$ cat src/rtl/pipelined_chunk_adder.sv
// Add/subtract unit split into CHUNK-bit ripple stages. Each stage has its own
// valid bit and advances whenever the stage below it is free, so bubbles collapse.
module pipelined_chunk_adder #(
   parameter  int WIDTH  = 16,
   parameter  int CHUNK  = 4,
   localparam int STAGES = WIDTH / CHUNK
) (
   input  logic              Clk,
   input  logic              rstN,
   input  logic              inValid,
   output logic              inReady,
   input  logic [WIDTH-1:0]  a,
   input  logic [WIDTH-1:0]  b,
   input  logic              cIn,
   input  logic              sub,
   output logic              outValid,
   input  logic              outReady,
   output logic [WIDTH-1:0]  sum,
   output logic              cOut,
   output logic              ovf,
   output logic [STAGES-1:0] chunkCarry
);

   if (CHUNK < 1 || (WIDTH % CHUNK) != 0) begin : g_param_check
      $error("WIDTH must be a positive integer multiple of CHUNK");
   end

   logic [STAGES-1:0] vld, adv, load, c_q, ci_src;
   logic [WIDTH-1:0]  a_q [STAGES];
   logic [WIDTH-1:0]  b_q [STAGES];
   logic [WIDTH-1:0]  sum_q [STAGES];
   logic [STAGES-1:0] cc_q [STAGES];
   logic [WIDTH-1:0]  a_src [STAGES];
   logic [WIDTH-1:0]  b_src [STAGES];
   logic [WIDTH-1:0]  ps_src [STAGES];
   logic [WIDTH-1:0]  nxt_sum [STAGES];
   logic [STAGES-1:0] pc_src [STAGES];
   logic [STAGES-1:0] nxt_cc [STAGES];
   logic [CHUNK:0]    part [STAGES];

   // Walk from the output back to stage 0: a stage may move on when the one
   // below it is empty or is itself moving on this cycle.
   always_comb begin
      logic take;
      adv  = '0;
      take = outReady;
      for (int k = STAGES - 1; k >= 0; k--) begin
         adv[k] = vld[k] & take;
         take   = ~vld[k] | adv[k];
      end
   end

   assign inReady = rstN & (~vld[0] | adv[0]);

   always_comb begin
      load    = adv << 1;
      load[0] = inValid & inReady;
   end

   // Stage 0 sees the raw operands with subtract folded into ~b / ~cIn;
   // later stages see the skewed copies registered by the stage above.
   always_comb begin
      a_src[0]  = a;
      b_src[0]  = sub ? ~b : b;
      ci_src[0] = sub ^ cIn;
      ps_src[0] = '0;
      pc_src[0] = '0;
      for (int k = 1; k < STAGES; k++) begin
         a_src[k]  = a_q[k-1];
         b_src[k]  = b_q[k-1];
         ci_src[k] = c_q[k-1];
         ps_src[k] = sum_q[k-1];
         pc_src[k] = cc_q[k-1];
      end
      for (int k = 0; k < STAGES; k++) begin
         part[k] = {1'b0, a_src[k][k*CHUNK +: CHUNK]}
                 + {1'b0, b_src[k][k*CHUNK +: CHUNK]}
                 + {{CHUNK{1'b0}}, ci_src[k]};
         nxt_sum[k] = ps_src[k];
         nxt_sum[k][k*CHUNK +: CHUNK] = part[k][CHUNK-1:0];
         nxt_cc[k]    = pc_src[k];
         nxt_cc[k][k] = part[k][CHUNK];
      end
   end

   always_ff @(posedge Clk or negedge rstN) begin
      if (!rstN) begin
         vld <= '0;
         c_q <= '0;
         for (int k = 0; k < STAGES; k++) begin
            a_q[k]   <= '0;
            b_q[k]   <= '0;
            sum_q[k] <= '0;
            cc_q[k]  <= '0;
         end
      end else begin
         for (int k = 0; k < STAGES; k++) begin
            if (load[k]) begin
               a_q[k]   <= a_src[k];
               b_q[k]   <= b_src[k];
               sum_q[k] <= nxt_sum[k];
               cc_q[k]  <= nxt_cc[k];
               c_q[k]   <= part[k][CHUNK];
            end
            vld[k] <= load[k] | (vld[k] & ~adv[k]);
         end
      end
   end

   assign outValid   = vld[STAGES-1];
   assign sum        = sum_q[STAGES-1];
   assign cOut       = c_q[STAGES-1];
   assign chunkCarry = cc_q[STAGES-1];
   // Carry into the MSB is recovered from the MSB operand bits and sum bit.
   assign ovf = a_q[STAGES-1][WIDTH-1] ^ b_q[STAGES-1][WIDTH-1]
              ^ sum_q[STAGES-1][WIDTH-1] ^ c_q[STAGES-1];

endmodule

$ cat config.mk
export PLATFORM = sky130hd
export DESIGN_NAME = pipelined_chunk_adder
export DESIGN_NICKNAME = d
export VERILOG_FILES = /design/src/rtl/pipelined_chunk_adder.sv
export SDC_FILE = /design/constraint.sdc
export NUM_CORES = 1
export LEC_CHECK = 0
export ABC_AREA = 1
export CORE_MARGIN = 8
export CORE_UTILIZATION = 54
export DETAILED_ROUTE_END_ITERATION = 7
export PLACE_DENSITY = 0.78
export SETUP_SLACK_MARGIN = 0.05
export SKIP_CTS_REPAIR_TIMING = 1
export SYNTH_ARGS = -nofsm -noshare
export SYNTH_HDL_FRONTEND = slang
export SYNTH_SLANG_ARGS = --single-unit
$ cat constraint.sdc
create_clock -name Clk -period 2 [get_ports Clk]
set_input_delay 0.4 -clock Clk [delete_from_list [all_inputs] [get_ports Clk]]
set_output_delay 0.4 -clock Clk [all_outputs]
set_load 0.01 [all_outputs]
==> summary.md, run 1 <==
| Metric | Value |
|---|---|
| Relative slew slack | 0.646 |
| Core area | between 8000 and 9000 sq um |
| Final Hold Vio Count | 0 |
| Setup violators final | 0 |
| HP Class | input port to asynchronous set/reset pin |
| Die Wd | 109 um |
| First-pass DRT Iterations | 7 |
| Critical path startpoint | outReady |
| Initial Util | 0.547 |
| HPWL Detailed | 6.60 mm |
| Final Net Count | 628 |
| Wire length per cell | 13.5 um |
| Net Count, Synth | roughly 570 |
| Max IR drop VDD | around 450 uV |
| Drt drc | 0 |
| Crit path DAT | 1.45 ns |
| Crit start category | input port |
| Post-route ant nets | 0 |
| Antenna cells | 0 |
| Critical-path maximum fanout | 4 |
| Final slew viol count | 0 |
| Leading post-synthesis cells by cell area | dfrtp_1 (55%), nand2_1 (15%), nand3_1 (4.3%) |
| Final Power | 6220 uW |
| CTS Buf Count | 9 |
| I/O Pins | 62 |
| Placed cell area | 5430 sq um |
| Chip height | 109 um |
| # port buffers | 61 |
| Multi-input gate area | between 1500 and 2000 sq um |
| CP endpoint kind | output port |
| Global-route wire length before repair | 15.6 mm |
| GRT Resource Usage Total | 0.162 |
| Critical Path RT | 1.60 ns |
| Mean Syn Cell Area | 9.15 sq um |
| CTS max path bufs | 2 |
| H-tree lvl count | 3 |
| Yosys reg bits | 104 |
| Worst path slowest cell | clkdlybuf4s50_1 |
| Sequential area share after synthesis | 0.553 |
| DRT iter0 DRCs | 192 |
| Clock sinks | approximately 100 |
| Worst flop-to-flop path startpoint | c_q[2] |
| Clock slew at reported path FFs | 0.09 ns |
| Clock Root Buffer | clkbuf_8 |
| CTS tree | built |
| Synth area leader | dfrtp_1 |
| Slowest cell delay on critical path | 0.46 ns |
| Routed vias | 3406 |
| Power Dens Cells | 1100 nW/um^2 |
| Status | finished, final reports clean |
| Unrepaired setup endpoints after global routing | no |
| Fin area | 5640 sq um |
| Ys async rst share | 1.00 |
| Fin worst setup slack | 0.154 ns |
| Netlist Area Pre-Place | 4700 sq um |
| CP Buf/Inv Count | 3 |
| Cell row count | 34 |
| Final wirelength | 9.23 mm |
| Layout cells sized above 1 | 0.0678 |
| Commonest cells in the netlist | nand2_1 (193), dfrtp_1 (104), nand3_1 (40) |
| Yosys warnings | 0 |
| Setup CP Type | input port to output port |
| CP cell instances | clkdlybuf4s50_1 > inv_1 > nand4_2 > nor2_1 > nor2_2 > dlymetal6s2s_1 |
| Clock Latency Late Sink | roughly 0.35 ns |
| Vias in the first global route | 3474 |
| Initial antenna violation count | 0 |
| Top-count cell post-synth | nand2_1 |
| Final period utilization | 0.923 |
| Min Clock Period, post-route | 1.85 ns |
| Full die area | 12000 sq um |
| Area growth, synth to finish | 19.8% |
| Unique cell type count in the Yosys netlist | 26 |
| Synth top area share | 0.553 |
| Cells after Synth | around 500 |
| Clk_skew | 0.00773 ns |
| Ys flop type | dfrtp_1 |
| MaxCap Viol Count | 0 |
| Via/cell ratio | between 4 and 5 |
| Max Clk Rate | 0.542 GHz |
| Global route overflow | 0 |
| Slew @ Worst Pin | around 0.53 ns |
| Pre-CTS setup slack | -0.475 ns |
| Largest net degree at the start of global routing | 106 |
| Filler cell count | 698 |
| GP Congestion | 0.830 |
| Pleak | 0.00288 uW |
| EDFF count, synth | 0 |
| CP delay by family, top | buffers and inverters |
| Register cell area after layout | ~2600 sq um |
final cells by class:
type,instances,area share
multi-input cells,344,0.322
flip-flops and latches,104,0.462
repair buffers,73,0.135
inverters,38,0.0253
well taps,108,0.0240
clock buffers,13,0.0300
clock inverters,3,0.00266
sequential cells by signal (all words and copies together) (netlist names):
name	count
a_q	25
vld	4
c_q	3
sum	16
chunkCarry	3
b_q	25
cc_q	4
nxt_sum	24
report_power, final:
part / switching [uW] / internal (uW) / total (uW)
logic: 981 / 976 / 1960
registers: 352 / 2710 / 3060
clock network: 653 / 550 / 1200
total: 1990 / 4230 / 6220
cells in the final DEF (no fill, tap or decap), types with 2 or more instances in the layout:
master           count
a21oi_1              5
a21oi_2              2
buf_12               4
buf_4                9
clkbuf_8            12
clkdlybuf4s50_1     56
clkinv_2             3
dfrtp_1            104
dlymetal6s2s_1       4
fa_1                 6
fa_2                 2
ha_1                12
inv_1               35
inv_2                3
nand2_1            193
nand3_1             40
nand3b_1             3
nor2_1               6
o21ai_0             24
o21ai_1             21
xnor2_1              3
xor2_1              19
worst register-to-register path, delay by kind of cell (launching register included):
kind / cells / cell delay, ns
simple gates: 3 / 0.24
fa+ha+maj: 2 / 0.90
flops: 1 / 0.41
compound gates: 1 / 0.14
metal layers:
| metal | vias up | share of wire | global-route usage |
|---|---|---|---|
| met5 | - | 0 | 0 |
| met2 | 82 | 0.48 | 0.264 |
| li1 | 1724 | - | - |
| met3 | 7 | 0.049 | 0.0358 |
| met1 | 1593 | 0.46 | 0.211 |
| met4 | 0 | 0.010 | 0.0511 |
cells by family after synthesis:
group,count (synthesis),share of synthesized area
adders and majority gates,20,0.0660
xor gates and xnor gates,23,0.0428
and+or+nand+nor,247,0.213
buffers and inverters,66,0.0654
DFF,104,0.553
AOI/OAI and AO/OA,54,0.0593
stage by stage:
| step | TNS (ns) | hold WS, ns | cells | util |
|---|---|---|---|---|
| 2_1_floorplan | -0.0257 | 0.104 | 514 | - |
| 3_3_place_gp | -1.70 | 0.455 | 666 | 0.632 |
| 3_5_place_dp | -1.90 | 0.457 | 666 | 0.632 |
| 4_1_cts | -0.473 | 0.138 | 682 | 0.654 |
| 5_1_grt | 0 | 0.149 | 683 | 0.656 |
| 6_report | 0 | 0.121 | 683 | 0.656 |
final timing paths:
kind	slack (ns)	endpoint	cells after the start
worst max-delay path	0.15	inReady	6
worst min-delay path	0.12	vld[0]	2
min in group Clk	0.47	a_q[63]	2
worst min register to register	0.47	a_q[63]	2
worst max register to register	0.20	c_q[3]	6
max in group asynchronous	1.49	sum[9]	2
Note: power is estimated with default switching activity, not from simulation.
==> run 2: changes to the inputs <==
--- a/config.mk
+++ b/config.mk
@@ -6,6 +6,7 @@
 export NUM_CORES = 1
 export LEC_CHECK = 0
 export ABC_AREA = 1
+export CORE_ASPECT_RATIO = 1.5
 export CORE_MARGIN = 8
 export CORE_UTILIZATION = 54
 export DETAILED_ROUTE_END_ITERATION = 7
==> constraint.sdc (replaced) <==
create_clock -name Clk -period 2.15 [get_ports Clk]
set_input_delay 0.43 -clock Clk [delete_from_list [all_inputs] [get_ports Clk]]
set_output_delay 0.43 -clock Clk [all_outputs]
set_load 0.01 [all_outputs]
==> run 2 against run 1 <==
Core utilization up 1.9 points. First-iteration DRC count up 21%. Cell count up 0.15%. Via count up 1.8%. Total power down 1.4%. Critical path depth up 2. Hold slack worse by 0.033 ns. Sequential share of layout area down 0.64 points. Clock-buffer cell count up 2. Highest routed layer unchanged. Worst setup slack better by 0.094 ns. Routed wire length down 4.3%. Critical endpoint is now cc_q[12]. Final area up 1.4%.
==> summary.md, run 2 (synthesized netlist as in run 1, its figures left out) <==
| Metric | Value |
|---|---|
| DP Cell Count | 667 |
| Critical Path RT | 2.38 ns |
| Worst reg2reg endpoint | c_q[3] |
| Filler cell count | 701 |
| Crit path to | cc_q[12] |
| Critical-path maximum fanout | 2 |
| Initial antenna violation count | 0 |
| Register cell area after layout | roughly 2600 sq um |
| Area growth, synth to finish | 21.5% |
| Most common cell after layout, fill and taps aside | nand2_1 |
| GP Congestion | 0.856 |
| Final slew viol count | 0 |
| Unrepaired setup endpoints after global routing | no |
| Final period utilization | 0.885 |
| DRT iter0 DRCs | 233 |
| CTS tree | built |
| Post-Layout Cell Count | between 600 and 700 |
| Cell row count | 41 |
| Setup violators final | 0 |
| Layout cells sized above 1 | 0.0624 |
| Crit path DAT | around 2.1 ns |
| GRT Resource Usage Total | 0.155 |
| Via/cell ratio | 5.07 |
| Clk_skew | 0.00493 ns |
| H-tree lvl count | 3 |
| Max Clk Rate | approximately 0.53 GHz |
| Antenna cells | 0 |
| Worst flop-to-flop path startpoint | c_q[2] |
| Drt drc | 0 |
| Clock slew at reported path FFs | approximately 0.060 ns |
| CTS max path bufs | 2 |
| Final Net Count | 631 |
| Clock sinks | 104 |
| Clock Latency Late Sink | 0.34 ns |
| Full die area | 12000 sq um |
| CTS Buf Count | 9 |
| Vias in the first global route | 3419 |
| Die Wd | a little over 90 um |
| Final core utilization | 0.675 |
| First-pass DRT Iterations | 4 |
| # port buffers | 61 |
| Relative slew slack | 0.407 |
| Wire length per cell | 12.9 um |
| HPWL Detailed | approximately 6.3 mm |
| Min Clock Period, post-route | 1.90 ns |
| Slew @ Worst Pin | 0.890 ns |
| Chip height | between 100 and 150 um |
| Power Dens Cells | ~1100 nW/um^2 |
| R2R depth | 6 |
| Core area | 8460 sq um |
| Commonest non-fill, non-tap cells in the layout | nand2_1 (193), dfrtp_1 (104), clkdlybuf4s50_1 (57) |
| Reg-to-reg slack, setup | approximately 0.37 ns |
| Crit start category | input port |
| Multi-input gate area | between 1500 and 2000 sq um |
| Routed vias | 3469 |
| Global-route wire length before repair | 15.0 mm |
| Max IR drop VDD | 636 uV |
| Final Power | 6130 uW |
| Clock Root Buffer | clkbuf_16 |
| Pleak | 0.00291 uW |
| Global route overflow | 0 |
| HP Class | input port to asynchronous set/reset pin |
| Largest net degree at the start of global routing | 77 |
| Critical path startpoint | b[0] |
| MaxCap Viol Count | 0 |
| Status | finished, final reports clean |
| CP endpoint kind | flip-flop |
| Final Hold Vio Count | 0 |
| Setup CP Type | input port to flip-flop |
| Initial Util | 0.556 |
| I/O Pins | 62 |
| Post-route ant nets | 0 |
| Final wirelength | 8.83 mm |
[run 2: cell types whose count changed in the layout (fill, tap and decap cells not counted), moves of 3 or more]
cell       previous run  this run
clkbuf_1              1         4
buf_4                 9        13
clkinv_2              3         0
clkbuf_16             0         9
clkbuf_8             12         2
[run 2: area by class of cell]
| cell class | instances | share of cell area |
|---|---|---|
| tap | 107 | 0.0234 |
| timing repair buffer | 76 | 0.134 |
| clock buffer | 15 | 0.0469 |
| sequential | 104 | 0.455 |
| multi-input combinational | 344 | 0.315 |
| inverter | 38 | 0.0250 |
[run 2: worst min path at each step]
stage	startpoint	endpoint	slack, ns
after CTS	rstN	vld[0]	0.1
after global placement	a_q[59]	a_q[43]	0.45
after global routing	rstN	a_q[62]	0.12
after floorplan	rstN	a_q[15]	0.13
after detailed placement	b_q[56]	b_q[40]	0.45
final	rstN	vld[0]	0.09
[run 2: layer usage]
metal	vias up	wire length, um	global-route usage
met3	16	383	0.0443
met5	-	0	0
met1	1649	3640	0.167
li1	1728	-	-
met4	0	238	0.0771
met2	76	4570	0.272
[run 2: critical path, stage by stage]
cell and delay (ns):
clkdlybuf4s50_1 0.41, xor2_1 0.16, fa_2 0.40, fa_2 0.37, a21oi_1 0.16, o21bai_1 0.08, nand3_1 0.08, nand2_1 0.05
[run 2: per-stage QoR]
stage | worst slack, ns | cell area (sq um) | setup TNS, ns | hold slack (ns)
final | 0.248 | 5710 | 0 | 0.0888
after floorplan | 0.0588 | 4710 | 0 | 0.134
after detailed placement | -0.253 | 5420 | -0.961 | 0.452
after CTS | -0.175 | 5690 | -0.175 | 0.0985
after global placement | -0.212 | 5420 | -0.720 | 0.453
after global routing | 0.197 | 5710 | 0 | 0.118
[run 2: power breakdown]
part / total, uW / internal, uW / switching (uW)
logic: 1800 / 915 / 889
registers: 2850 / 2520 / 323
clock network: 1480 / 844 / 639
total: 6130 / 4280 / 1850
